### src/rtl/spram_arb_pkg.sv
// Shared types and helpers for the single-port RAM arbiter.
package spram_arb_pkg;

  localparam int MAX_REQ = 8;
  localparam int PTR_W   = $clog2(MAX_REQ);

  typedef logic [PTR_W-1:0] ptr_t;

  typedef enum logic [1:0] {
    ST_IDLE = 2'd0,
    ST_CMD  = 2'd1,
    ST_CAPT = 2'd2,
    ST_RESP = 2'd3
  } state_t;

  // Index of the set bit of a one-hot vector (zero when no bit is set).
  function automatic ptr_t oh_to_idx(input logic [MAX_REQ-1:0] oh);
    ptr_t idx;
    idx = ptr_t'(0);
    for (int i = 0; i < MAX_REQ; i++) begin
      idx = idx | ({PTR_W{oh[i]}} & ptr_t'(i));
    end
    return idx;
  endfunction

  // Round-robin start position after granting the one-hot winner oh among n requesters.
  function automatic ptr_t rr_next(input logic [MAX_REQ-1:0] oh, input int n);
    ptr_t idx;
    idx = oh_to_idx(oh);
    return (idx == ptr_t'(n - 1)) ? ptr_t'(0) : idx + ptr_t'(1);
  endfunction

endpackage

### src/rtl/spram_arb_if.sv
// Requester-side command and response channels of the RAM arbiter.
interface spram_arb_if #(
  parameter int ADDR_WIDTH = 4,
  parameter int DATA_WIDTH = 32,
  parameter int NUM_REQ    = 2
);

  logic [NUM_REQ-1:0]            req_valid;
  logic [NUM_REQ-1:0]            req_ready;
  logic [NUM_REQ-1:0]            req_we;
  logic [NUM_REQ*ADDR_WIDTH-1:0] req_addr;
  logic [NUM_REQ*DATA_WIDTH-1:0] req_wdata;
  logic [NUM_REQ-1:0]            rsp_valid;
  logic [NUM_REQ-1:0]            rsp_ready;
  logic [DATA_WIDTH-1:0]         rsp_data;

  modport master (
    output req_valid, req_we, req_addr, req_wdata, rsp_ready,
    input  req_ready, rsp_valid, rsp_data
  );

  modport slave (
    input  req_valid, req_we, req_addr, req_wdata, rsp_ready,
    output req_ready, rsp_valid, rsp_data
  );

endinterface

### src/rtl/spram_arb_pick.sv
// Combinational winner select: first valid requester at or after ptr, one-hot grant.
module spram_arb_pick
  import spram_arb_pkg::*;
#(
  parameter int NUM_REQ = 2
) (
  input  logic [NUM_REQ-1:0] req_valid,
  input  ptr_t               ptr,
  output logic [NUM_REQ-1:0] gnt
);

  localparam int IW = PTR_W + 1;

  logic          found_s;
  logic [IW-1:0] idx_s;

  // Scan requesters in priority order starting at ptr, wrapping at NUM_REQ.
  always_comb begin
    gnt     = '0;
    found_s = 1'b0;
    idx_s   = '0;
    for (int k = 0; k < NUM_REQ; k++) begin
      idx_s = {1'b0, ptr} + IW'(k);
      if (idx_s >= IW'(NUM_REQ)) begin
        idx_s = idx_s - IW'(NUM_REQ);
      end else begin
        idx_s = idx_s;
      end
      for (int i = 0; i < NUM_REQ; i++) begin
        if (!found_s && (idx_s == IW'(i)) && req_valid[i]) begin
          gnt[i]  = 1'b1;
          found_s = 1'b1;
        end else begin
          found_s = found_s;
        end
      end
    end
  end

endmodule

### src/rtl/spram_arbiter.sv
// Shares one single_port_sync_ram between NUM_REQ requesters (IDLE/CMD/CAPT/RESP sequencer).
// Build option SPRAM_ARB_RR_EN selects round-robin arbitration; default is fixed priority.
module spram_arbiter
  import spram_arb_pkg::*;
#(
  parameter int ADDR_WIDTH = 4,
  parameter int DATA_WIDTH = 32,
  parameter int DEPTH      = 16,
  parameter int NUM_REQ    = 2
) (
  input  logic                  clk,
  input  logic                  rst_n,
  spram_arb_if.slave            bus,
  output logic                  ram_cs,
  output logic                  ram_we,
  output logic                  ram_oe,
  output logic [ADDR_WIDTH-1:0] ram_addr,
  output logic [DATA_WIDTH-1:0] ram_wdata,
  input  logic [DATA_WIDTH-1:0] ram_rdata
);

  if (DEPTH != (1 << ADDR_WIDTH)) begin : g_depth_check
    $error("spram_arbiter: DEPTH must equal 2**ADDR_WIDTH");
  end
  if ((NUM_REQ < 2) || (NUM_REQ > MAX_REQ)) begin : g_num_req_check
    $error("spram_arbiter: NUM_REQ out of range 2..8");
  end

  state_t                  state_r;
  state_t                  state_nxt_s;
  ptr_t                    ptr_s;
  logic [NUM_REQ-1:0]      gnt_s;
  logic [NUM_REQ-1:0]      req_ready_s;
  logic                    accept_s;
  logic [NUM_REQ-1:0]      own_r;
  logic [NUM_REQ-1:0]      own_nxt_s;
  logic                    we_r;
  logic                    we_nxt_s;
  logic                    sel_we_s;
  logic [ADDR_WIDTH-1:0]   sel_addr_s;
  logic [DATA_WIDTH-1:0]   sel_wdata_s;
  logic                    ram_cs_r;
  logic                    ram_we_r;
  logic                    ram_oe_r;
  logic [ADDR_WIDTH-1:0]   ram_addr_r;
  logic [DATA_WIDTH-1:0]   ram_wdata_r;
  logic [NUM_REQ-1:0]      rsp_valid_r;
  logic [DATA_WIDTH-1:0]   rsp_data_r;

  spram_arb_pick #(.NUM_REQ(NUM_REQ)) u_pick (
    .req_valid (bus.req_valid),
    .ptr       (ptr_s),
    .gnt       (gnt_s)
  );

  // AND-OR mux of the winning requester's command fields.
  always_comb begin
    sel_we_s    = 1'b0;
    sel_addr_s  = '0;
    sel_wdata_s = '0;
    for (int i = 0; i < NUM_REQ; i++) begin
      sel_we_s    = sel_we_s | (gnt_s[i] & bus.req_we[i]);
      sel_addr_s  = sel_addr_s | ({ADDR_WIDTH{gnt_s[i]}} & bus.req_addr[i*ADDR_WIDTH +: ADDR_WIDTH]);
      sel_wdata_s = sel_wdata_s | ({DATA_WIDTH{gnt_s[i]}} & bus.req_wdata[i*DATA_WIDTH +: DATA_WIDTH]);
    end
  end

  // Next-state and handshake decode; req_ready is forced low while rst_n is asserted.
  always_comb begin
    state_nxt_s = state_r;
    accept_s    = 1'b0;
    req_ready_s = '0;
    case (state_r)
      ST_IDLE: begin
        if (rst_n && (|gnt_s)) begin
          req_ready_s = gnt_s;
          accept_s    = 1'b1;
          state_nxt_s = ST_CMD;
        end else begin
          state_nxt_s = ST_IDLE;
        end
      end
      ST_CMD: begin
        if (we_r) begin
          state_nxt_s = ST_IDLE;
        end else begin
          state_nxt_s = ST_CAPT;
        end
      end
      ST_CAPT: begin
        state_nxt_s = ST_RESP;
      end
      ST_RESP: begin
        if (|(bus.rsp_ready & own_r)) begin
          state_nxt_s = ST_IDLE;
        end else begin
          state_nxt_s = ST_RESP;
        end
      end
      default: begin
        state_nxt_s = ST_IDLE;
      end
    endcase
  end

  assign own_nxt_s = accept_s ? gnt_s : own_r;
  assign we_nxt_s  = accept_s ? sel_we_s : we_r;

  // FSM state and latched owner/direction.
  always_ff @(posedge clk or negedge rst_n) begin
    if (!rst_n) begin
      state_r <= ST_IDLE;
      own_r   <= '0;
      we_r    <= 1'b0;
    end else begin
      state_r <= state_nxt_s;
      own_r   <= own_nxt_s;
      we_r    <= we_nxt_s;
    end
  end

  // RAM controls are registered from the next state so they line up with CMD/CAPT.
  always_ff @(posedge clk or negedge rst_n) begin
    if (!rst_n) begin
      ram_cs_r    <= 1'b0;
      ram_we_r    <= 1'b0;
      ram_oe_r    <= 1'b0;
      ram_addr_r  <= '0;
      ram_wdata_r <= '0;
    end else begin
      ram_cs_r <= (state_nxt_s == ST_CMD) || (state_nxt_s == ST_CAPT);
      ram_we_r <= (state_nxt_s == ST_CMD) && we_nxt_s;
      ram_oe_r <= ((state_nxt_s == ST_CMD) && !we_nxt_s) || (state_nxt_s == ST_CAPT);
      if (accept_s) begin
        ram_addr_r  <= sel_addr_s;
        ram_wdata_r <= sel_wdata_s;
      end
    end
  end

  // Response channel: data captured in CAPT, valid to the owner throughout RESP.
  always_ff @(posedge clk or negedge rst_n) begin
    if (!rst_n) begin
      rsp_valid_r <= '0;
      rsp_data_r  <= '0;
    end else begin
      rsp_valid_r <= (state_nxt_s == ST_RESP) ? own_nxt_s : '0;
      if (state_r == ST_CAPT) begin
        rsp_data_r <= ram_rdata;
      end
    end
  end

`ifdef SPRAM_ARB_RR_EN
  ptr_t ptr_r;

  // Round-robin start pointer, advanced only on an accept edge.
  always_ff @(posedge clk or negedge rst_n) begin
    if (!rst_n) begin
      ptr_r <= ptr_t'(0);
    end else if (accept_s) begin
      ptr_r <= rr_next(MAX_REQ'(gnt_s), NUM_REQ);
    end
  end

  assign ptr_s = ptr_r;
`else
  assign ptr_s = ptr_t'(0);
`endif

  assign bus.req_ready = req_ready_s;
  assign bus.rsp_valid = rsp_valid_r;
  assign bus.rsp_data  = rsp_data_r;
  assign ram_cs        = ram_cs_r;
  assign ram_we        = ram_we_r;
  assign ram_oe        = ram_oe_r;
  assign ram_addr      = ram_addr_r;
  assign ram_wdata     = ram_wdata_r;

endmodule

### src/flat_wrapper.sv
// flat-port wrapper written by rule: the top's interface ports become plain ports
module spram_arbiter_flat import spram_arb_pkg::*;
#(
  parameter int ADDR_WIDTH = 4,
  parameter int DATA_WIDTH = 32,
  parameter int DEPTH      = 16,
  parameter int NUM_REQ    = 2
)
  (clk, rst_n, ram_cs, ram_we, ram_oe, ram_addr, ram_wdata, ram_rdata, bus_req_valid, bus_req_we, bus_req_addr, bus_req_wdata, bus_rsp_ready, bus_req_ready, bus_rsp_valid, bus_rsp_data);
  spram_arb_if #(.ADDR_WIDTH(ADDR_WIDTH), .DATA_WIDTH(DATA_WIDTH), .NUM_REQ(NUM_REQ)) bus_i ();
  input  logic clk;
  input  logic rst_n;
  output logic ram_cs;
  output logic ram_we;
  output logic ram_oe;
  output logic [ADDR_WIDTH-1:0] ram_addr;
  output logic [DATA_WIDTH-1:0] ram_wdata;
  input  logic [DATA_WIDTH-1:0] ram_rdata;
  input wire logic [$bits(bus_i.req_valid)-1:0] bus_req_valid;
  input wire logic [$bits(bus_i.req_we)-1:0] bus_req_we;
  input wire logic [$bits(bus_i.req_addr)-1:0] bus_req_addr;
  input wire logic [$bits(bus_i.req_wdata)-1:0] bus_req_wdata;
  input wire logic [$bits(bus_i.rsp_ready)-1:0] bus_rsp_ready;
  output wire logic [$bits(bus_i.req_ready)-1:0] bus_req_ready;
  output wire logic [$bits(bus_i.rsp_valid)-1:0] bus_rsp_valid;
  output wire logic [$bits(bus_i.rsp_data)-1:0] bus_rsp_data;
  assign bus_i.req_valid = bus_req_valid;
  assign bus_i.req_we = bus_req_we;
  assign bus_i.req_addr = bus_req_addr;
  assign bus_i.req_wdata = bus_req_wdata;
  assign bus_i.rsp_ready = bus_rsp_ready;
  assign bus_req_ready = bus_i.req_ready;
  assign bus_rsp_valid = bus_i.rsp_valid;
  assign bus_rsp_data = bus_i.rsp_data;
  spram_arbiter #(.ADDR_WIDTH(ADDR_WIDTH), .DATA_WIDTH(DATA_WIDTH), .DEPTH(DEPTH), .NUM_REQ(NUM_REQ)) u_core (.clk(clk), .rst_n(rst_n), .bus(bus_i), .ram_cs(ram_cs), .ram_we(ram_we), .ram_oe(ram_oe), .ram_addr(ram_addr), .ram_wdata(ram_wdata), .ram_rdata(ram_rdata));
endmodule
### config.mk
export PLATFORM = sky130hd
export DESIGN_NAME = spram_arbiter_flat
export DESIGN_NICKNAME = d
export VERILOG_FILES = /design/src/rtl/spram_arb_pkg.sv /design/src/rtl/spram_arb_if.sv /design/src/rtl/spram_arb_pick.sv /design/src/rtl/spram_arbiter.sv /design/src/flat_wrapper.sv
export SDC_FILE = /design/constraint.sdc
export NUM_CORES = 1
export LEC_CHECK = 0
export ABC_AREA = 1
export CORE_ASPECT_RATIO = 1.75
export CORE_MARGIN = 10
export CORE_UTILIZATION = 34
export CTS_BUF_LIST = sky130_fd_sc_hd__clkbuf_4 sky130_fd_sc_hd__clkbuf_8 sky130_fd_sc_hd__clkbuf_16
export DETAILED_ROUTE_END_ITERATION = 8
export GPL_TIMING_DRIVEN = 0
export HOLD_SLACK_MARGIN = 0.06
export PLACE_DENSITY_LB_ADDON = 0.12
export SKIP_CTS_REPAIR_TIMING = 1
export SLEW_MARGIN = 20
export SYNTH_ARGS = -nofsm -noshare
export SYNTH_HDL_FRONTEND = slang
export SYNTH_SLANG_ARGS = --single-unit
### constraint.sdc
create_clock -name clk -period 1.34 [get_ports clk]
set_input_delay 0.268 -clock clk [delete_from_list [all_inputs] [get_ports clk]]
set_output_delay 0.268 -clock clk [all_outputs]
set_load 0.005 [all_outputs]
==> flow_metrics.tcl, run 1 <==
set metrics [dict create \
    synth-seq-cells 78 \
    yosys.area.top_type "sky130_fd_sc_hd__dfrtp_1" \
    post_synth_instance_area_mm2 0.00327 \
    rsz0062_at_grt "true" \
    kind_of_start_point_of_the_critical_path "flip-flop" \
    clock_sink_count 78 \
    yosysMostFrequentCell "sky130_fd_sc_hd__nand2_1" \
    global_route.usage.total_pct 15.7 \
    globalplace.congestion 0.738 \
    cts_root_buffer "sky130_fd_sc_hd__clkbuf_16" \
    clk_transition_reported_paths_ns 0.06 \
    finalWorstPathRequiredPeriod_ns 1.65 \
    finalSetupViolations 6 \
    final_layout_size_suffix_gt1_share_pct 21.7 \
    layout.core_utilization_pct 66.8 \
    source_to_sink_clock_delay_at_the_later_pin_of_the_worst_skew_pair_ns 0.33 \
    die_area_mm2 0.0141 \
    instance_count_of_the_mapped_netlist 313 \
    total_power_w 0.00544 \
    port_buffers 186 \
    dp_cells 622 \
    synth.yosys.warnings 0 \
    critPathKind "flip-flop to output pin" \
    final_net_count 658 \
    numCtsBuffers 9 \
    yosys_most_used_dff "sky130_fd_sc_hd__dfrtp_1" \
    number_of_cells_in_the_finished_layout_apart_from_fillers 670 \
    initial_core_util_pct 34.8 \
    routed_via_density 4.55 \
    grt_max_degree 52 \
    core_region_area_mm2 0.00941 \
    drt_drc_violations_left 0 \
    count_of_flip_flops_with_a_built_in_enable_after_synthesis 0 \
    drt_pass1_iterations 4 \
    cts-root-to-sink-buffers 2 \
    globalRouteOverflowTotal 0 \
    timing.critical_path.to_type "output pin" \
    vias 3048 \
    post-dp-hpwl_um 8690 \
    fmax_ghz 0.607 \
    cts_tree "done" \
    violations "negative setup slack" \
    drt_iter0_markers 86 \
    area_growth_syn_to_layout_pct 92.2 \
    yosysSeqAreaShare_pct 59.7 \
    worst_ir_drop_vdd_v 0.000853 \
    synth_nets 428 \
    worst_ep_arrival_time_ns 1.38 \
    chipHeight_um 150 \
    h-tree-depth 3 \
    post_synth_num_cell_types 17 \
    floorplan.io_pins 187 \
    final_hold_viol_count 0 \
    clock_skew_ns 0.00570 \
    number_of_global_route_vias_before_repair 3170 \
    power.leakage_nw 3.81 \
    cp_max_fo 8 \
    timing_max_transition_violations_final 0 \
    place_worst_setup_slack_ns -1.04 \
    antenna_found_initial 0 \
    outcome "complete, but fails checks" \
    ant_nets 0 \
    wl_per_cell_um 17.6 \
    slew_headroom_pct 82.3 \
    num_rows 47 \
    final_period_utilization_pct 123 \
    die_x_um 94.2 \
    antenna_cells_inserted 0 \
    cap_violations 0 \
    hp-class "input pin to flip-flop" \
    finalWirelength_um 11800 \
    worst-endpoint-required_ns 1.07 \
    powerDensity_mw_per_mm2 865 \
    first_pass_grt_wire_length_um 17100 \
    postSynthAreaPerCell_um2 10.5 \
    synthTopCellsByArea "sky130_fd_sc_hd__dfrtp_1 60%, sky130_fd_sc_hd__nand2_1 14%, sky130_fd_sc_hd__mux2_2 11%" \
    ys_top_cells_by_count "122 x sky130_fd_sc_hd__nand2_1, 78 x sky130_fd_sc_hd__dfrtp_1, 43 x sky130_fd_sc_hd__nand3_1" \
    share_of_async_settable_or_async_resettable_flops_after_synthesis_pct 100 \
    synthDominantCellAreaShare_pct 59.7 \
    totalNegativeSetupSlack_ns -0.724 \
    final.setup.worst_slack_ns -0.306 \
    slew_at_the_pin_closest_to_its_max_slew_limit_ns 0.264 \
]
[worst paths after layout]
path                                                       start                             endpoint  slack (ns)  depth (start not counted)
worst max-delay path                 u_core.state_r[0]$_DFF_PN0_                     bus_req_ready[1]       -0.31                          5
min in group asynchronous                                  rst_n            u_core.own_r[0]$_DFF_PN0_        0.60                          4
worst min-delay path                            bus_req_valid[0]    u_core.bus.rsp_valid[0]$_DFF_PN0_        0.45                          4
worst max register to register       u_core.state_r[0]$_DFF_PN0_  u_core.bus.rsp_data[29]$_DFFE_PN0P_       -0.13                          7
worst min register to register  u_core.ram_wdata[14]$_DFFE_PN0P_     u_core.ram_wdata[14]$_DFFE_PN0P_        0.49                          2
max in group asynchronous                                  rst_n      u_core.ram_wdata[9]$_DFFE_PN0P_        0.54                          3
[where the power goes]
part           leakage [nW]  internal (W)  switching (W)
clock                 0.146       0.00145       0.000990
sequential             1.01       0.00240      0.0000220
combinational          2.66      0.000416       0.000157
total                  3.81       0.00427        0.00117
[stage by stage]
stage | instance area, um2 | hold WS (ns)
2_1_floorplan | 3290 | -0.0276
3_3_place_gp | 5310 | 0.477
6_report | 6290 | 0.446
3_5_place_dp | 5330 | 0.245
4_1_cts | 5630 | -0.119
5_1_grt | 6290 | 0.442
[worst max-delay path, cell delays in order, from the launching register on]
cell and delay [ns]:
sky130_fd_sc_hd__dfrtp_1 0.43, sky130_fd_sc_hd__nor2_4 0.19, sky130_fd_sc_hd__nand4_4 0.12, sky130_fd_sc_hd__clkinv_4 0.09, sky130_fd_sc_hd__buf_8 0.12, sky130_fd_sc_hd__buf_6 0.09
[flip-flops by register name, indices dropped and copies added (netlist names)]
signal / cells
u_core.bus.rsp_data: 32
u_core.ram_cs: 1
u_core.ram_addr: 4
u_core.we_r: 1
u_core.own_r: 2
u_core.ram_oe: 1
u_core.bus.rsp_valid: 2
u_core.ram_wdata: 32
u_core.state_r: 2
u_core.ram_we: 1
[logic make-up (layout without fill, tap and decap cells)]
kind of cell / Yosys count / in the layout / share of synthesized area, %
DFF: 78 / 78 / 59.7
buffers and inverters: 25 / 260 / 5.66
adders and majority gates: 3 / 3 / 1.15
muxes: 32 / 32 / 11.0
AOI/OAI and AO/OA: 3 / 3 / 0.535
and+or+nand+nor: 172 / 172 / 22.0
[area by class of cell]
type                    count  area [um2]
repair buffers            221        2430
clock inverters             7        73.8
well taps                 122         153
inverters                  12        62.6
fillers                   759        3120
multi-input cells         210        1260
plain buffers              11         136
flip-flops and latches     78        1950
clock buffers               9         225
[layout by cell type (no fill, tap or decap), types with 3 or more instances in the layout]
cell	netlist	routed
sky130_fd_sc_hd__nand3_1	43	40
sky130_fd_sc_hd__clkdlybuf4s50_1	0	109
sky130_fd_sc_hd__clkinv_4	0	4
sky130_fd_sc_hd__dfrtp_1	78	77
sky130_fd_sc_hd__nor2_4	0	3
sky130_fd_sc_hd__nand3_4	0	3
sky130_fd_sc_hd__dlymetal6s2s_1	0	74
sky130_fd_sc_hd__inv_1	10	5
sky130_fd_sc_hd__buf_6	11	8
sky130_fd_sc_hd__buf_4	1	24
sky130_fd_sc_hd__buf_8	0	9
sky130_fd_sc_hd__nand2_1	122	121
sky130_fd_sc_hd__clkbuf_16	0	11
sky130_fd_sc_hd__inv_4	2	3
sky130_fd_sc_hd__mux2_2	32	31
[routing by layer]
layer  wire [um]  global-route usage (%)
met4         183                    5.80
met5           0                       0
met2        6690                    28.1
met1        4060                    16.1
met3         876                    5.92
No activity file was read; power rests on OpenSTA's default activity.
==> inputs of run 2 (changes only) <==
ABC_AREA = 0   (was 1)
==> run 2 against run 1 <==
  * The run ends with negative hold slack, negative setup slack left
  * Combinational power rose to 9.8 times the previous value
  * Die area shrank 0.60%
  * Clock-buffer cell count rose by 1
  * Maximum frequency is 19% lower
  * Wire length rose by 0.85%
  * Design area fell by 2.2%
  * Sequential share of layout area grew 0.69 points
  * Synthesized cell count shrank 25%
  * Sequential power up 66%
  * Worst setup slack lost 0.39 ns
  * Largest cell class unchanged
==> flow_metrics.tcl, run 2 <==
set metrics [dict create \
    initial_core_util_pct 34.5 \
    totalNegativeSetupSlack_ns -31.29 \
    post_synth_num_cell_types 30 \
    violations "negative hold slack, negative setup slack" \
    slew_at_the_pin_closest_to_its_max_slew_limit_ns 0.590 \
    source_to_sink_clock_delay_at_the_later_pin_of_the_worst_skew_pair_ns 0.32 \
    finalSetupViolations 80 \
    worstPathCellList "buf_4 > buf_6 > nor3b_4 > buf_4 > buf_6 > o21ai_4 > buf_6 > buf_8 > and2_4 > ha_4 > a31o_1" \
    die_area_mm2 0.0140 \
    drt_pass1_iterations 4 \
    routed_via_density 4.95 \
    crit_path_max_incr_delay_ns 0.40 \
    area_growth_syn_to_layout_pct 89.3 \
    final_net_count 573 \
    layout.core_utilization_pct 65.3 \
    timing.critical_path.slowest_stage_cell "sky130_fd_sc_hd__dfrtp_1" \
    hp-class "input pin to asynchronous set/reset pin" \
    fin_worst_hold_slack_ns -0.113 \
    clock_sink_count 78 \
    synth_nets 350 \
    grt_max_degree 49 \
    instance_count_of_the_mapped_netlist 235 \
    rsz0062_at_grt "true" \
    cts-root-to-sink-buffers 2 \
    layout.cells.most_common "sky130_fd_sc_hd__clkdlybuf4s50_1" \
    yosys.area.top_type "sky130_fd_sc_hd__dfrtp_1" \
    numCtsBuffers 9 \
    path_delay_family "buffers and inverters" \
    antenna_cells_inserted 0 \
    finalWorstPathRequiredPeriod_ns 2.03 \
    yosysMostFrequentCell "sky130_fd_sc_hd__dfrtp_1" \
    final.setup.worst_slack_ns -0.695 \
    vias 2894 \
    first_pass_grt_wire_length_um 16900 \
    core_region_area_mm2 0.00941 \
    synthDominantCellAreaShare_pct 60.1 \
    post-dp-hpwl_um 9000 \
    cts_root_buffer "sky130_fd_sc_hd__clkbuf_16" \
    num_rows 47 \
    worst_ep_arrival_time_ns 2.24 \
    globalplace.congestion 0.766 \
    port_buffers 185 \
    die_x_um 93.9 \
    final_hold_viol_count 30 \
    slew_headroom_pct 60.2 \
    worst-endpoint-required_ns 1.55 \
    worstPathBufferInverterCount 6 \
    outcome "complete, but fails checks" \
    wl_per_cell_um 20.4 \
    final_layout_size_suffix_gt1_share_pct 21.0 \
    post_synth_instance_area_mm2 0.00325 \
    n_fill_cell 735 \
    number_of_global_route_vias_before_repair 2999 \
    synthTopCellsByArea "sky130_fd_sc_hd__dfrtp_1 60%, sky130_fd_sc_hd__a221o_1 11%, sky130_fd_sc_hd__mux2_2 7.3%" \
    kind_of_start_point_of_the_critical_path "flip-flop" \
    timing_max_transition_violations_final 0 \
    layout_common_cells "109 x sky130_fd_sc_hd__clkdlybuf4s50_1, 78 x sky130_fd_sc_hd__dfrtp_1, 73 x sky130_fd_sc_hd__dlymetal6s2s_1, 36 x sky130_fd_sc_hd__and3_1, 36 x sky130_fd_sc_hd__a221o_1" \
    h-tree-depth 3 \
    chipHeight_um 149 \
    clock_skew_ns 0.00385 \
    timing.critical_path.to_type "flip-flop" \
    ant_nets 0 \
    critPathKind "flip-flop to flip-flop" \
    synth-seq-cells 78 \
    floorplan.io_pins 187 \
    synth.yosys.warnings 0 \
    cap_violations 0 \
    ys_top_cells_by_count "78 x sky130_fd_sc_hd__dfrtp_1, 36 x sky130_fd_sc_hd__a221o_1, 36 x sky130_fd_sc_hd__and3_1" \
    share_of_async_settable_or_async_resettable_flops_after_synthesis_pct 100 \
    clk_transition_reported_paths_ns 0.06 \
    yosys_most_used_dff "sky130_fd_sc_hd__dfrtp_1" \
    finalWirelength_um 11900 \
    count_of_flip_flops_with_a_built_in_enable_after_synthesis 0 \
    global_route.usage.total_pct 15.7 \
    fmax_ghz 0.491 \
    worst_ir_drop_vdd_v 0.00144 \
    antenna_found_initial 0 \
    final_period_utilization_pct 152 \
    power.leakage_nw 3.49 \
    drt_iter0_markers 86 \
    cts_tree "done" \
    cp_max_fo 7 \
    globalRouteOverflowTotal 0 \
    drt_drc_violations_left 0 \
    powerDensity_mw_per_mm2 1940 \
    crit_path_frequent_cell "sky130_fd_sc_hd__buf_6" \
    postSynthAreaPerCell_um2 13.8 \
    yosysSeqAreaShare_pct 60.1 \
]
==> run 2: cell count changes after synthesis, moves of 2 or more <==
cell / previous run / this run
sky130_fd_sc_hd__nand2_1: 122 / 3
sky130_fd_sc_hd__nand3_1: 43 / 0
sky130_fd_sc_hd__a221o_1: 0 / 36
sky130_fd_sc_hd__and3_1: 0 / 36
sky130_fd_sc_hd__mux2_1: 0 / 11
sky130_fd_sc_hd__mux2_2: 32 / 21
sky130_fd_sc_hd__clkbuf_1: 1 / 10
sky130_fd_sc_hd__inv_1: 10 / 2
sky130_fd_sc_hd__buf_2: 0 / 7
sky130_fd_sc_hd__buf_6: 11 / 4
sky130_fd_sc_hd__o21ai_0: 0 / 3
sky130_fd_sc_hd__and2_1: 0 / 2
sky130_fd_sc_hd__inv_4: 2 / 0
sky130_fd_sc_hd__o21a_1: 0 / 2
==> run 2: final timing paths <==
kind                                                      from  slack (ns)  cells past startpoint                                   to
setup / recovery                   u_core.state_r[1]$_DFF_PN0_       -0.69                     11              u_core.ram_oe$_DFF_PN0_
hold / removal                                           rst_n       -0.11                      1  u_core.bus.rsp_data[19]$_DFFE_PN0P_
setup reg to reg                   u_core.state_r[1]$_DFF_PN0_       -0.69                     11              u_core.ram_oe$_DFF_PN0_
hold reg to reg            u_core.bus.rsp_data[25]$_DFFE_PN0P_        0.48                      1  u_core.bus.rsp_data[25]$_DFFE_PN0P_
max in group asynchronous                                rst_n        0.86                      2      u_core.ram_wdata[8]$_DFFE_PN0P_
min in group clk           u_core.bus.rsp_data[25]$_DFFE_PN0P_        0.48                      1  u_core.bus.rsp_data[25]$_DFFE_PN0P_
==> run 2: layout make-up <==
| cell class | instances | area (um2) | share of cell area (%) |
|---|---|---|---|
| clock buffer | 10 | 239 | 3.89 |
| tap | 122 | 153 | 2.48 |
| clock inverter | 6 | 37.5 | 0.611 |
| buffer | 21 | 199 | 3.24 |
| timing repair buffer | 212 | 2310 | 37.5 |
| sequential | 78 | 1950 | 31.8 |
| inverter | 2 | 7.51 | 0.122 |
| multi-input combinational | 134 | 1250 | 20.4 |
==> run 2: cells by family (layout without fill, tap and decap cells) <==
kind of cell / Yosys count / after routing / synth area share [%]
adders and majority gates: 3 / 3 / 1.16
DFF: 78 / 78 / 60.1
and+or+nand+nor: 51 / 51 / 10.2
muxes: 32 / 32 / 11.1
AOI/OAI and AO/OA: 48 / 48 / 13.6
buffers and inverters: 23 / 251 / 3.85
==> run 2: per-stage QoR <==
stage          total power [W]  setup slack, ns  instance area [um2]  cells
5_1_grt                 0.0126           -0.753                 6150    585
3_3_place_gp           0.00922            -4.08                 5290    542
4_1_cts                 0.0117            -1.24                 5590    559
6_report                0.0119           -0.695                 6150    585
2_1_floorplan          0.00618           -0.263                 3280    235
3_5_place_dp           0.00936            -1.20                 5310    543
==> run 2: where the power goes <==
| part | internal [W] | switching [W] |
|---|---|---|
| combinational | 0.00363 | 0.00199 |
| clock | 0.00130 | 0.000950 |
| sequential | 0.00349 | 0.000539 |
| total | 0.00842 | 0.00348 |
==> run 2: metal layers <==
layer  wire (um)  global-route usage [%]  vias to the layer above
li1            -                       -                     1344
met1        4210                    15.6                     1420
met2        6680                    29.1                      117
met3         832                    5.54                       13
met4         182                    4.81                        0
met5           0                       0                        -
==> run 2: worst reg2reg max path: stages, from the launching register on <==
cell and delay [ns]:
sky130_fd_sc_hd__dfrtp_1 0.40, sky130_fd_sc_hd__buf_4 0.15, sky130_fd_sc_hd__buf_6 0.11, sky130_fd_sc_hd__nor3b_4 0.21, sky130_fd_sc_hd__buf_4 0.15, sky130_fd_sc_hd__buf_6 0.10
sky130_fd_sc_hd__o21ai_4 0.05, sky130_fd_sc_hd__buf_6 0.13, sky130_fd_sc_hd__buf_8 0.13, sky130_fd_sc_hd__and2_4 0.15, sky130_fd_sc_hd__ha_4 0.15, sky130_fd_sc_hd__a31o_1 0.19
